`config.mk`:
```
export PLATFORM = sky130hd
export DESIGN_NAME = lcd_bus_receiver
export DESIGN_NICKNAME = d
export VERILOG_FILES = /design/src/rtl/lcd_bus_receiver.sv
export SDC_FILE = /design/constraint.sdc
export NUM_CORES = 1
export LEC_CHECK = 0
export ABC_AREA = 1
export CORE_UTILIZATION = 40
export CTS_CLUSTER_DIAMETER = 80
export DETAILED_ROUTE_END_ITERATION = 10
export PLACE_DENSITY = 0.56
export SYNTH_ARGS = -nofsm -noshare
export SYNTH_HDL_FRONTEND = slang
export SYNTH_SLANG_ARGS = --single-unit
```
`constraint.sdc`:
```
create_clock -name clk_clk -period 3.2 [get_ports clk_clk]
set_input_delay 0.64 -clock clk_clk [delete_from_list [all_inputs] [get_ports clk_clk]]
set_output_delay 0.64 -clock clk_clk [all_outputs]
set_load 0.03 [all_outputs]
```
`src/rtl/lcd_bus_receiver.sv`:
```
// Receiving end of an HD44780-style 8-bit LCD bus: tracks AC, busy time and logs writes into an event FIFO.
// Optional bus readback of status/data is enabled with LCD_RX_READBACK_EN.
module lcd_bus_receiver #(
  parameter int unsigned SYNC_STAGES     = 2,
  parameter int unsigned FIFO_DEPTH      = 8,
  parameter int unsigned BUSY_CYCLES     = 1850,
  parameter int unsigned CLR_BUSY_CYCLES = 76000
) (
  input  logic       clk_clk,
  input  logic       reset_reset_n,
  input  logic       lcd_en,
  input  logic       lcd_rs,
  input  logic       lcd_rw,
  input  logic [7:0] lcd_data_in,
  output logic [7:0] lcd_data_out,
  output logic       lcd_data_oe,
  output logic       evt_valid,
  input  logic       evt_ready,
  output logic       evt_rs,
  output logic [7:0] evt_data,
  output logic [6:0] evt_addr,
  output logic [6:0] ac,
  output logic       busy,
  output logic [1:0] err,
  input  logic       err_clr
);

  localparam int unsigned PTR_W    = (FIFO_DEPTH > 1) ? $clog2(FIFO_DEPTH) : 1;
  localparam int unsigned CNT_W    = $clog2(FIFO_DEPTH + 1);
  localparam int unsigned EVT_W    = 16;
  localparam int unsigned BUSY_MAX = (CLR_BUSY_CYCLES > BUSY_CYCLES) ? CLR_BUSY_CYCLES : BUSY_CYCLES;
  localparam int unsigned BUSY_W   = $clog2(BUSY_MAX + 1);

  // Bus input synchronizers; all four signals share the same depth so they stay aligned.
  logic [SYNC_STAGES-1:0] en_sync;
  logic [SYNC_STAGES-1:0] rs_sync;
  logic [SYNC_STAGES-1:0] rw_sync;
  logic [7:0]             db_sync [SYNC_STAGES];

  always_ff @(posedge clk_clk or negedge reset_reset_n) begin
    if (!reset_reset_n) begin
      en_sync <= '0;
      rs_sync <= '0;
      rw_sync <= '0;
      for (int i = 0; i < int'(SYNC_STAGES); i++) db_sync[i] <= '0;
    end else begin
      en_sync    <= {en_sync[SYNC_STAGES-2:0], lcd_en};
      rs_sync    <= {rs_sync[SYNC_STAGES-2:0], lcd_rs};
      rw_sync    <= {rw_sync[SYNC_STAGES-2:0], lcd_rw};
      db_sync[0] <= lcd_data_in;
      for (int i = 1; i < int'(SYNC_STAGES); i++) db_sync[i] <= db_sync[i-1];
    end
  end

  logic       e_s, rs_s, rw_s;
  logic [7:0] db_s;
  logic       e_prev;
  logic       fall;

  assign e_s  = en_sync[SYNC_STAGES-1];
  assign rs_s = rs_sync[SYNC_STAGES-1];
  assign rw_s = rw_sync[SYNC_STAGES-1];
  assign db_s = db_sync[SYNC_STAGES-1];
  assign fall = e_prev & ~e_s;

  // Capture the transaction on the falling edge; it is acted on one cycle later.
  logic       pend_valid, pend_rs, pend_rw;
  logic [7:0] pend_db;

  always_ff @(posedge clk_clk or negedge reset_reset_n) begin
    if (!reset_reset_n) begin
      e_prev     <= 1'b0;
      pend_valid <= 1'b0;
      pend_rs    <= 1'b0;
      pend_rw    <= 1'b0;
      pend_db    <= '0;
    end else begin
      e_prev     <= e_s;
      pend_valid <= fall;
      pend_rs    <= rs_s;
      pend_rw    <= rw_s;
      pend_db    <= db_s;
    end
  end

  logic              is_wr, long_busy;
  logic [6:0]        ac_n;
  logic              id_q, id_n;
  logic [BUSY_W-1:0] busy_cnt, busy_cnt_n;
  logic [1:0]        err_n;

  logic [EVT_W-1:0] mem [FIFO_DEPTH];
  logic [PTR_W-1:0] wr_ptr, wr_ptr_n, rd_ptr, rd_ptr_n;
  logic [CNT_W-1:0] count, count_n;
  logic             pop, push_ok, full;
  logic [EVT_W-1:0] entry, head_n;

  assign is_wr = pend_valid & ~pend_rw;
  assign entry = {pend_rs, pend_db, ac};

  // Instruction decode, AC/id, busy timer, error flags.
  always_comb begin
    ac_n      = ac;
    id_n      = id_q;
    long_busy = 1'b0;
    if (is_wr) begin
      if (pend_rs) begin
        ac_n = id_q ? ac + 7'd1 : ac - 7'd1;
      end else if (pend_db[7]) begin
        ac_n = pend_db[6:0];
      end else if (pend_db[6:3] != 4'd0) begin
        ac_n = ac;
      end else if (pend_db[2]) begin
        id_n = pend_db[1];
      end else if (pend_db[1]) begin
        ac_n      = 7'd0;
        long_busy = 1'b1;
      end else if (pend_db[0]) begin
        ac_n      = 7'd0;
        id_n      = 1'b1;
        long_busy = 1'b1;
      end
    end
`ifdef LCD_RX_READBACK_EN
    if (pend_valid && pend_rw && pend_rs) ac_n = id_q ? ac + 7'd1 : ac - 7'd1;
`endif

    if (is_wr)              busy_cnt_n = long_busy ? BUSY_W'(CLR_BUSY_CYCLES) : BUSY_W'(BUSY_CYCLES);
    else if (busy_cnt != 0) busy_cnt_n = busy_cnt - BUSY_W'(1);
    else                    busy_cnt_n = busy_cnt;

    err_n = err_clr ? 2'b00 : err;
    if (is_wr && busy)                err_n[1] = 1'b1;
    if (is_wr && !push_ok)            err_n[0] = 1'b1;
  end

  // Event FIFO pointer arithmetic; the head is pre-computed so evt_* are registered.
  always_comb begin
    pop      = evt_valid & evt_ready;
    full     = (count == CNT_W'(FIFO_DEPTH));
    push_ok  = is_wr & (~full | pop);
    wr_ptr_n = push_ok ? wr_ptr + PTR_W'(1) : wr_ptr;
    rd_ptr_n = pop ? rd_ptr + PTR_W'(1) : rd_ptr;
    count_n  = count + CNT_W'(push_ok) - CNT_W'(pop);
    if (count_n == '0)                          head_n = {evt_rs, evt_data, evt_addr};
    else if (push_ok && (wr_ptr == rd_ptr_n))   head_n = entry;
    else                                        head_n = mem[rd_ptr_n];
  end

  always_ff @(posedge clk_clk) begin
    if (push_ok) mem[wr_ptr] <= entry;
  end

  always_ff @(posedge clk_clk or negedge reset_reset_n) begin
    if (!reset_reset_n) begin
      ac        <= '0;
      id_q      <= 1'b1;
      busy_cnt  <= '0;
      busy      <= 1'b0;
      err       <= '0;
      wr_ptr    <= '0;
      rd_ptr    <= '0;
      count     <= '0;
      evt_valid <= 1'b0;
      evt_rs    <= 1'b0;
      evt_data  <= '0;
      evt_addr  <= '0;
    end else begin
      ac        <= ac_n;
      id_q      <= id_n;
      busy_cnt  <= busy_cnt_n;
      busy      <= (busy_cnt_n != '0);
      err       <= err_n;
      wr_ptr    <= wr_ptr_n;
      rd_ptr    <= rd_ptr_n;
      count     <= count_n;
      evt_valid <= (count_n != '0);
      {evt_rs, evt_data, evt_addr} <= head_n;
    end
  end

`ifdef LCD_RX_READBACK_EN
  // Drive status or blank data back while the synced strobe of a read is high.
  always_ff @(posedge clk_clk or negedge reset_reset_n) begin
    if (!reset_reset_n) begin
      lcd_data_oe  <= 1'b0;
      lcd_data_out <= '0;
    end else begin
      lcd_data_oe <= e_s & rw_s;
      if (e_s && rw_s) lcd_data_out <= rs_s ? 8'h20 : {busy, ac};
      else             lcd_data_out <= '0;
    end
  end
`else
  assign lcd_data_oe  = 1'b0;
  assign lcd_data_out = 8'h00;
`endif

endmodule

```
==> results of run 1 <==
-- through the flow --
step	util	instance area (um2)	hold slack (ns)	TNS (ns)
global placement	0.452	10600	0.332	-2.87
CTS	0.486	11400	0.217	0
finish	0.486	11400	0.197	0
global route	0.486	11400	0.267	0
detailed placement	0.452	10600	0.335	-3.80
floorplan	-	9570	0.331	0
-- what timing repair did --
action	CTS	global route
gates resized for setup	0	0
hold endpoints to repair	0	0
setup endpoints to repair	0	7
setup buffers	0	0
-- synth_stat cells (all sizes together) --
| cell | count | area (um2) |
|---|---|---|
| nand2 | 244 | 941 |
| edfxtp | 128 | 3840 |
| inv | 112 | 420 |
| nor2 | 111 | 429 |
| dfrtp | 88 | 2200 |
| nand3 | 72 | 378 |
| o211ai | 33 | 248 |
| o21ai | 29 | 156 |
| buf | 25 | 159 |
| nand4 | 19 | 119 |
| a21oi | 18 | 90.1 |
| clkbuf | 15 | 56.3 |
| ha | 14 | 175 |
| xor2 | 11 | 130 |
| nand3b | 5 | 37.5 |
| nor3 | 3 | 15.0 |
| xnor2 | 3 | 26.3 |
| fa | 2 | 40.0 |
| a211oi | 1 | 7.51 |
| a22oi | 1 | 7.51 |
| a31oi | 1 | 6.26 |
| and2 | 1 | 6.26 |
| conb | 1 | 3.75 |
| dfstp | 1 | 26.3 |
| o22ai | 1 | 6.26 |
| or2 | 1 | 6.26 |
-- sequential cells by signal, indices dropped and copies added (netlist names), 4 cells and up --
register  cells
busy_cnt     17
pend_db       8
db_sync       8
evt_addr      7
mem         128
ac            7
count         4
db_s          8
evt_data      8
-- final timing paths --
path	from	to	slack [ns]	depth (start not counted)
max reg2reg	count[2]	evt_data[0]	0.37	16
min	reset_reset_n	pend_db[1]	0.20	1
max in group asynchronous	reset_reset_n	id_q	2.30	2
min in group clk_clk	db_s[6]	pend_db[6]	0.35	0
max	evt_ready	evt_data[0]	0.27	16
min reg2reg	db_s[6]	pend_db[6]	0.35	0
-- per-layer routing --
layer,vias to the layer above,global-route usage
met1,3169,0.262
met2,126,0.326
li1,3242,-
met4,0,0.0481
met3,26,0.0244
met5,-,0
-- worst max-delay path, cell delays in order --
cell	delay (ns)
clkdlybuf4s50_1	0.50
nand2_4	0.06
nand3_1	0.11
nand2_1	0.09
ha_1	0.29
inv_1	0.05
ha_1	0.13
inv_1	0.06
fa_1	0.47
inv_1	0.05
nor3_1	0.23
nand3_2	0.22
inv_1	0.17
buf_4	0.18
nand2_1	0.06
nand2_1	0.07
-- power by group through the flow --
| stage | clock network (mW) | registers (mW) | logic [mW] |
|---|---|---|---|
| after global routing | 2.90 | 3.73 | 4.67 |
| after global placement | 0 | 3.75 | 4.18 |
| after detailed placement | 0 | 3.74 | 4.22 |
| after CTS | 2.80 | 3.69 | 4.23 |
| after floorplan | 0 | 3.92 | 2.48 |
| final | 2.75 | 3.69 | 4.18 |
-- area by class of cell --
| type | count | area share |
|---|---|---|
| Clock buffer | 36 | 0.0650 |
| Clock inverter | 8 | 0.00605 |
| Inverter | 112 | 0.0369 |
| Multi-Input combinational cell | 579 | 0.252 |
| Sequential cell | 217 | 0.534 |
| Tap cell | 319 | 0.0351 |
| Timing Repair Buffer | 86 | 0.0710 |
-- logic make-up (layout without fill, tap and decap cells) --
family,Yosys count,after routing
other,1,9
buffers and inverters,152,242
and+or+nand+nor,456,456
adders and majority gates,16,16
AOI/OAI and AO/OA,84,84
DFF,217,217
xor gates and xnor gates,14,14
-- cell usage in the layout, fill, tap and decap left out, types with 4 or more instances in the layout --
cell,n
nand2_1,240
conb_1,9
clkbuf_16,27
nand4_1,19
edfxtp_1,128
nor2_1,107
clkdlybuf4s50_1,40
buf_12,5
nand3_1,70
o211ai_1,33
o21ai_0,28
inv_2,4
inv_1,108
buf_4,41
ha_1,14
clkinv_2,6
xor2_1,8
dfrtp_1,88
clkbuf_1,6
nand3b_1,5
a21oi_1,18
==> summary.txt, run 1 <==
STA
  • PnR worst setup slack: 0.266 ns
  • Rel. slew slack: 0.503
  • RSZ-0062 raised after global routing: false
  • Max Slew Vio Count: 0
  • Final Cycle Share: 0.917
  • Worst Tran Pin Value: 0.745 ns
  • FMAX: 341 MHz
  • Max Clock Skew: 0.0129 ns
  • Final Setup Violations: 0
  • Fin crit period: 2.93 ns
  • Final Hold Vio Count: 0

GRT
  • Vias in the first global route: 6394
  • Grt ovf: 0
  • Largest net degree at the start of global routing: 59
  • First-pass GRT wire length: 35800 um
  • Gr usage total: 0.193
  • Initial antenna violation count: 0

Final layout
  • FILL cells: 2197
  • Multi-input gate area: 2870 um2
  • Area added between synthesis and finish: 19.3%
  • Register area: 6070 um2
  • Final #Nets: 1051
  • Fin cells: 1357
  • Layout cell share with drive strength beyond 1: 0.100
  • Diodes inserted: 0

Die
  • Die Height: 156 um
  • Die X: 156 um
  • Core area: 23400 um2
  • Io pins: 51
  • Total die area: 24500 um2
  • Site row count: 56
  • Initial Util: 0.408

Power and ir drop
  • Combinational share of power: 0.394
  • Seq pwr share: 0.347
  • Int Power: 6.55 mW
  • Pwr Density: 933 nW/um2
  • Sw Ratio: 0.383
  • Leakage power: 4.92 nW
  • Total power: 10.6 mW
  • Worst vdd ir: 509 uV
  • Clock power share: 0.259
  • NetSw: 4.07 mW

Logic synthesis
  • Synth Area in Simple Gates: 0.203
  • Xor/xnor cell area share of the yosys netlist: 0.0164
  • Synth Area in Compound Gates: 0.0547
  • Yosys warnings: 0
  • Syn_area_per_cell: 10.1 um2
  • Count of cell types in the netlist: 38
  • Mapped cell area: 9540 um2
  • Register area share after synthesis: 0.637
  • Largest family of logic cells by synthesized area: simple AND/OR/NAND/NOR gates
  • Adder-Cell Fraction of Synth Area: 0.0226
  • Post-Syn Instances: 940
  • Mux contribution to synthesized area: 0
  • Post-synthesis register bit count: 217

Worst setup path
  • Worst setup SP type: input pin
  • Worst-path fanout max: 9
  • Worst Path Required: 3.65 ns
  • Setup Crit Path Kind: input pin to register
  • Crit end category: register
  • WP data arrival: 3.38 ns

Detailed routing
  • Routed Antenna Nets: 0
  • Via-per-instance ratio: 4.84
  • Final wirelength: 22500 um
  • DR pass1 iterations: 4
  • Wire per inst: 16.6 um
  • Starting DRC count in detailed routing: 296
  • DR vias: 6563
  • Routed wl met2: 10900 um
  • Wire length on met1: 10300 um
  • Highest Signal Layer: met4
  • Met3 WL: 1000 um
  • # DRC: 0

CTS
  • Reg clk slew, reported paths: 0.06 ns
  • CTS Buf Count: 24
  • Clock latency on the worst-skew pair: 0.51 ns
  • CTS tree: built
  • CTS root buf: clkbuf_16
  • Longest Clk Path Bufs: 3
  • H-tree depth: 1
  • Clock sink count: 217
  • Hold buffer count at CTS: 0

Placement
  • DPL Wire Length: 14500 um
  • Port-buffer cells: 41
  • Pre-CTS setup slack: -0.254 ns
  • GPL Wtd Cong: 0.832
  • Cell count after placement: 1313

Run status
  • Status: completed

Flow run
  • MaxCap Viol Count: 0

Min path
  • Hold/Removal Path Class: input pin to async pin
(Power assumes the default switching activity.)
==> run 2: changes to the inputs <==
CORE_MARGIN = 8   (was not set)
==> run 2 against run 1 <==
Core utilization is 0.76 points lower. Cell count is 0.81% lower. Largest cell class unchanged. Sequential power hardly changed. Non-clock buffer count is 11 lower. Die area is 19% higher. First-iteration DRC count is 18% higher. Flip-flop and latch count stayed put. Largest power group unchanged. Clock skew is 0.0058 ns higher. Combinational power is 2% lower. Critical path type unchanged. Design area is 1.3% lower. Global-route usage is 3.5 points lower. Critical path depth is 1 lower.
==> summary.txt, run 2 (synthesis gave the netlist of run 1 again) <==
STA
  • Final Setup Violations: 0 (unchanged)
  • Fin Setup TNS: 0 ns (unchanged)
  • Final Cycle Share: 0.863 (-0.0543)
  • Max Slew Vio Count: 0 (unchanged)
  • RSZ-0062 raised after global routing: false
  • Rel. slew slack: 0.611 (+0.108)
  • FMAX: 362 MHz (+6.3%)
  • Final Hold Vio Count: 0 (unchanged)
  • Max Clock Skew: 0.0186 ns (+0.00578 ns)
  • Fin crit period: 2.76 ns (-0.174 ns)
  • Worst Tran Pin Value: 0.584 ns (-0.161 ns)

Detailed routing
  • # DRC: 0 (unchanged)
  • Wire per inst: 16.6 um (about the same)
  • Via-per-instance ratio: 4.90 (+1.2%)
  • Final wirelength: 22300 um (-0.82%)
  • DR vias: 6591 (+0.43%)
  • DR pass1 iterations: 5 (+1)
  • Routed Antenna Nets: 0 (unchanged)
  • Starting DRC count in detailed routing: 350 (+18%)

Final layout
  • Register with the most flip-flops: mem
  • Commonest non-fill, non-tap cell in the layout: nand2_1
  • Most frequent cells in the layout: nand2_1 (240), edfxtp_1 (128), inv_1 (108), nor2_1 (106), dfrtp_1 (88)
  • Diodes inserted: 0 (unchanged)
  • Area added between synthesis and finish: 17.8%
  • Final #Nets: 1040 (-1.0%)
  • Final core utilization: 0.479 (-0.00758)
  • Fin cells: 1346 (-0.81%)
  • Max FFs per register: 128 (unchanged)
  • Top Registers: mem: 128 flops, busy_cnt: 17 flops
  • Layout cell share with drive strength beyond 1: 0.0886 (-0.0116)

CTS
  • CTS root buf: clkbuf_16
  • CTS Buf Count: 24 (unchanged)
  • Clock sink count: 217 (unchanged)
  • H-tree depth: 1 (unchanged)
  • Clock latency on the worst-skew pair: 0.51 ns (about the same)
  • Hold buffer count at CTS: 0 (unchanged)
  • Gates resized, CTS repair: 0 (unchanged)
  • Setup bufs post-CTS: 0 (unchanged)
  • CTS tree: built
  • Reg clk slew, reported paths: 0.06 ns (about the same)
  • Longest Clk Path Bufs: 3 (unchanged)

Worst setup path
  • Crit end category: register
  • Slowest cell on crit path: clkdlybuf4s50_1
  • Worst-path fanout max: 11 (+2)
  • Worst Path Required: 3.59 ns (-0.06 ns)
  • Worst setup SP type: input pin
  • Critical-path cell list: clkdlybuf4s50_1 > nand2_4 > nand3_1 > nand2_1 > ha_1 > inv_1 > ha_1 > inv_1 > fa_1 > inv_1 > nor3_1 > nand3_2 > buf_4 > nand2_1 > nand2_1
  • Cell family with most CP delay: adder cells
  • Setup Crit Path Kind: input pin to register
  • Crit path largest cell delay: 0.50 ns (about the same)
  • Bufs and invs on worst path: 5 (-1)
  • WP data arrival: 3.15 ns (-0.23 ns)

GRT
  • Gr usage total: 0.158 (-0.0345)
  • Initial antenna violation count: 0 (unchanged)
  • Largest net degree at the start of global routing: 98 (+66%)
  • First-pass GRT wire length: 36200 um (+1.0%)
  • Grt ovf: 0 (unchanged)
  • Vias in the first global route: 6490 (+1.5%)

Die
  • Io pins: 51 (unchanged)
  • Core area: 23500 um2 (+0.30%)
  • Initial Util: 0.406 (-0.00122)
  • Site row count: 56 (unchanged)
  • Die Height: 170 um (+9.0%)
  • Total die area: 29000 um2 (+19%)
  • Die X: 170 um (+9.0%)

Power and ir drop
  • Pwr Density: 928 nW/um2 (-0.56%)
  • Clock power share: 0.252 (-0.007)
  • Worst vdd ir: 494 uV (-2.9%)
  • Leakage power: 4.83 nW (-1.8%)
  • Seq pwr share: 0.355 (+0.008)
  • NetSw: 4.05 mW (-0.47%)
  • Combinational share of power: 0.393 (about the same)
  • Sw Ratio: 0.388 (+0.00526)
  • Int Power: 6.38 mW (-2.7%)

Placement
  • Cell count after placement: 1302 (-0.84%)
  • GPL Wtd Cong: 0.839 (+0.85%)
  • Port-buffer cells: 41 (unchanged)
  • DPL Wire Length: 14300 um (-1.2%)

Flow run
  • MaxCap Viol Count: 0 (unchanged)

Run status
  • Status: completed

Min path
  • Hold/Removal Path Class: input pin to async pin
==> run 2: cell count changes in the layout (fill, tap and decap cells not counted), sizes merged <==
cell,delta
clkbuf,+3
buf,-11
inv,+1
clkinv,-3
bufinv,-1
==> run 2: routing by layer <==
metal  vias up  GRT usage  share of wire
met5         -          0              0
met4         0     0.0503          0.026
met3        42     0.0209          0.046
met2       147      0.267           0.48
met1      3188      0.208           0.44
li1       3214          -              -
==> run 2: path summary, 6_finish.rpt <==
| path | startpoint | to | slack (ns) | cells past startpoint |
|---|---|---|---|---|
| min in group clk_clk | db_s[7] | pend_db[7] | 0.35 | 0 |
| worst min-delay path | reset_reset_n | evt_data[0] | 0.14 | 1 |
| worst max register to register | count[2] | evt_data[5] | 0.56 | 15 |
| max in group asynchronous | reset_reset_n | id_q | 2.29 | 2 |
| worst max-delay path | evt_ready | evt_data[5] | 0.44 | 15 |
| worst min register to register | db_s[7] | pend_db[7] | 0.35 | 0 |
==> run 2: stage by stage <==
stage | hold WS (ns) | power, mW | area, um2 | worst slack (ns)
after floorplan | 0.331 | 6.40 | 9570 | 0.258
after global placement | 0.333 | 7.87 | 10500 | 0.00527
after detailed placement | 0.335 | 7.92 | 10500 | -0.0771
after CTS | 0.142 | 10.6 | 11200 | 0.447
after global routing | 0.183 | 11.1 | 11200 | 0.253
final | 0.142 | 10.4 | 11200 | 0.440
==> run 2: layout make-up <==
type                    count  area (um2)
repair buffers             75         713
well taps                 319         399
fillers                  2212       12200
clock inverters             5        28.8
flip-flops and latches    217        6070
inverters                 112         420
clock buffers              39         728
multi-input cells         579        2880
==> run 2: power groups by stage <==
stage | combinational (mW) | sequential, mW | clock (mW)
after floorplan | 2.48 | 3.92 | 0
after global placement | 4.11 | 3.76 | 0
after detailed placement | 4.17 | 3.75 | 0
after CTS | 4.16 | 3.71 | 2.68
after global routing | 4.61 | 3.74 | 2.79
final | 4.10 | 3.70 | 2.63
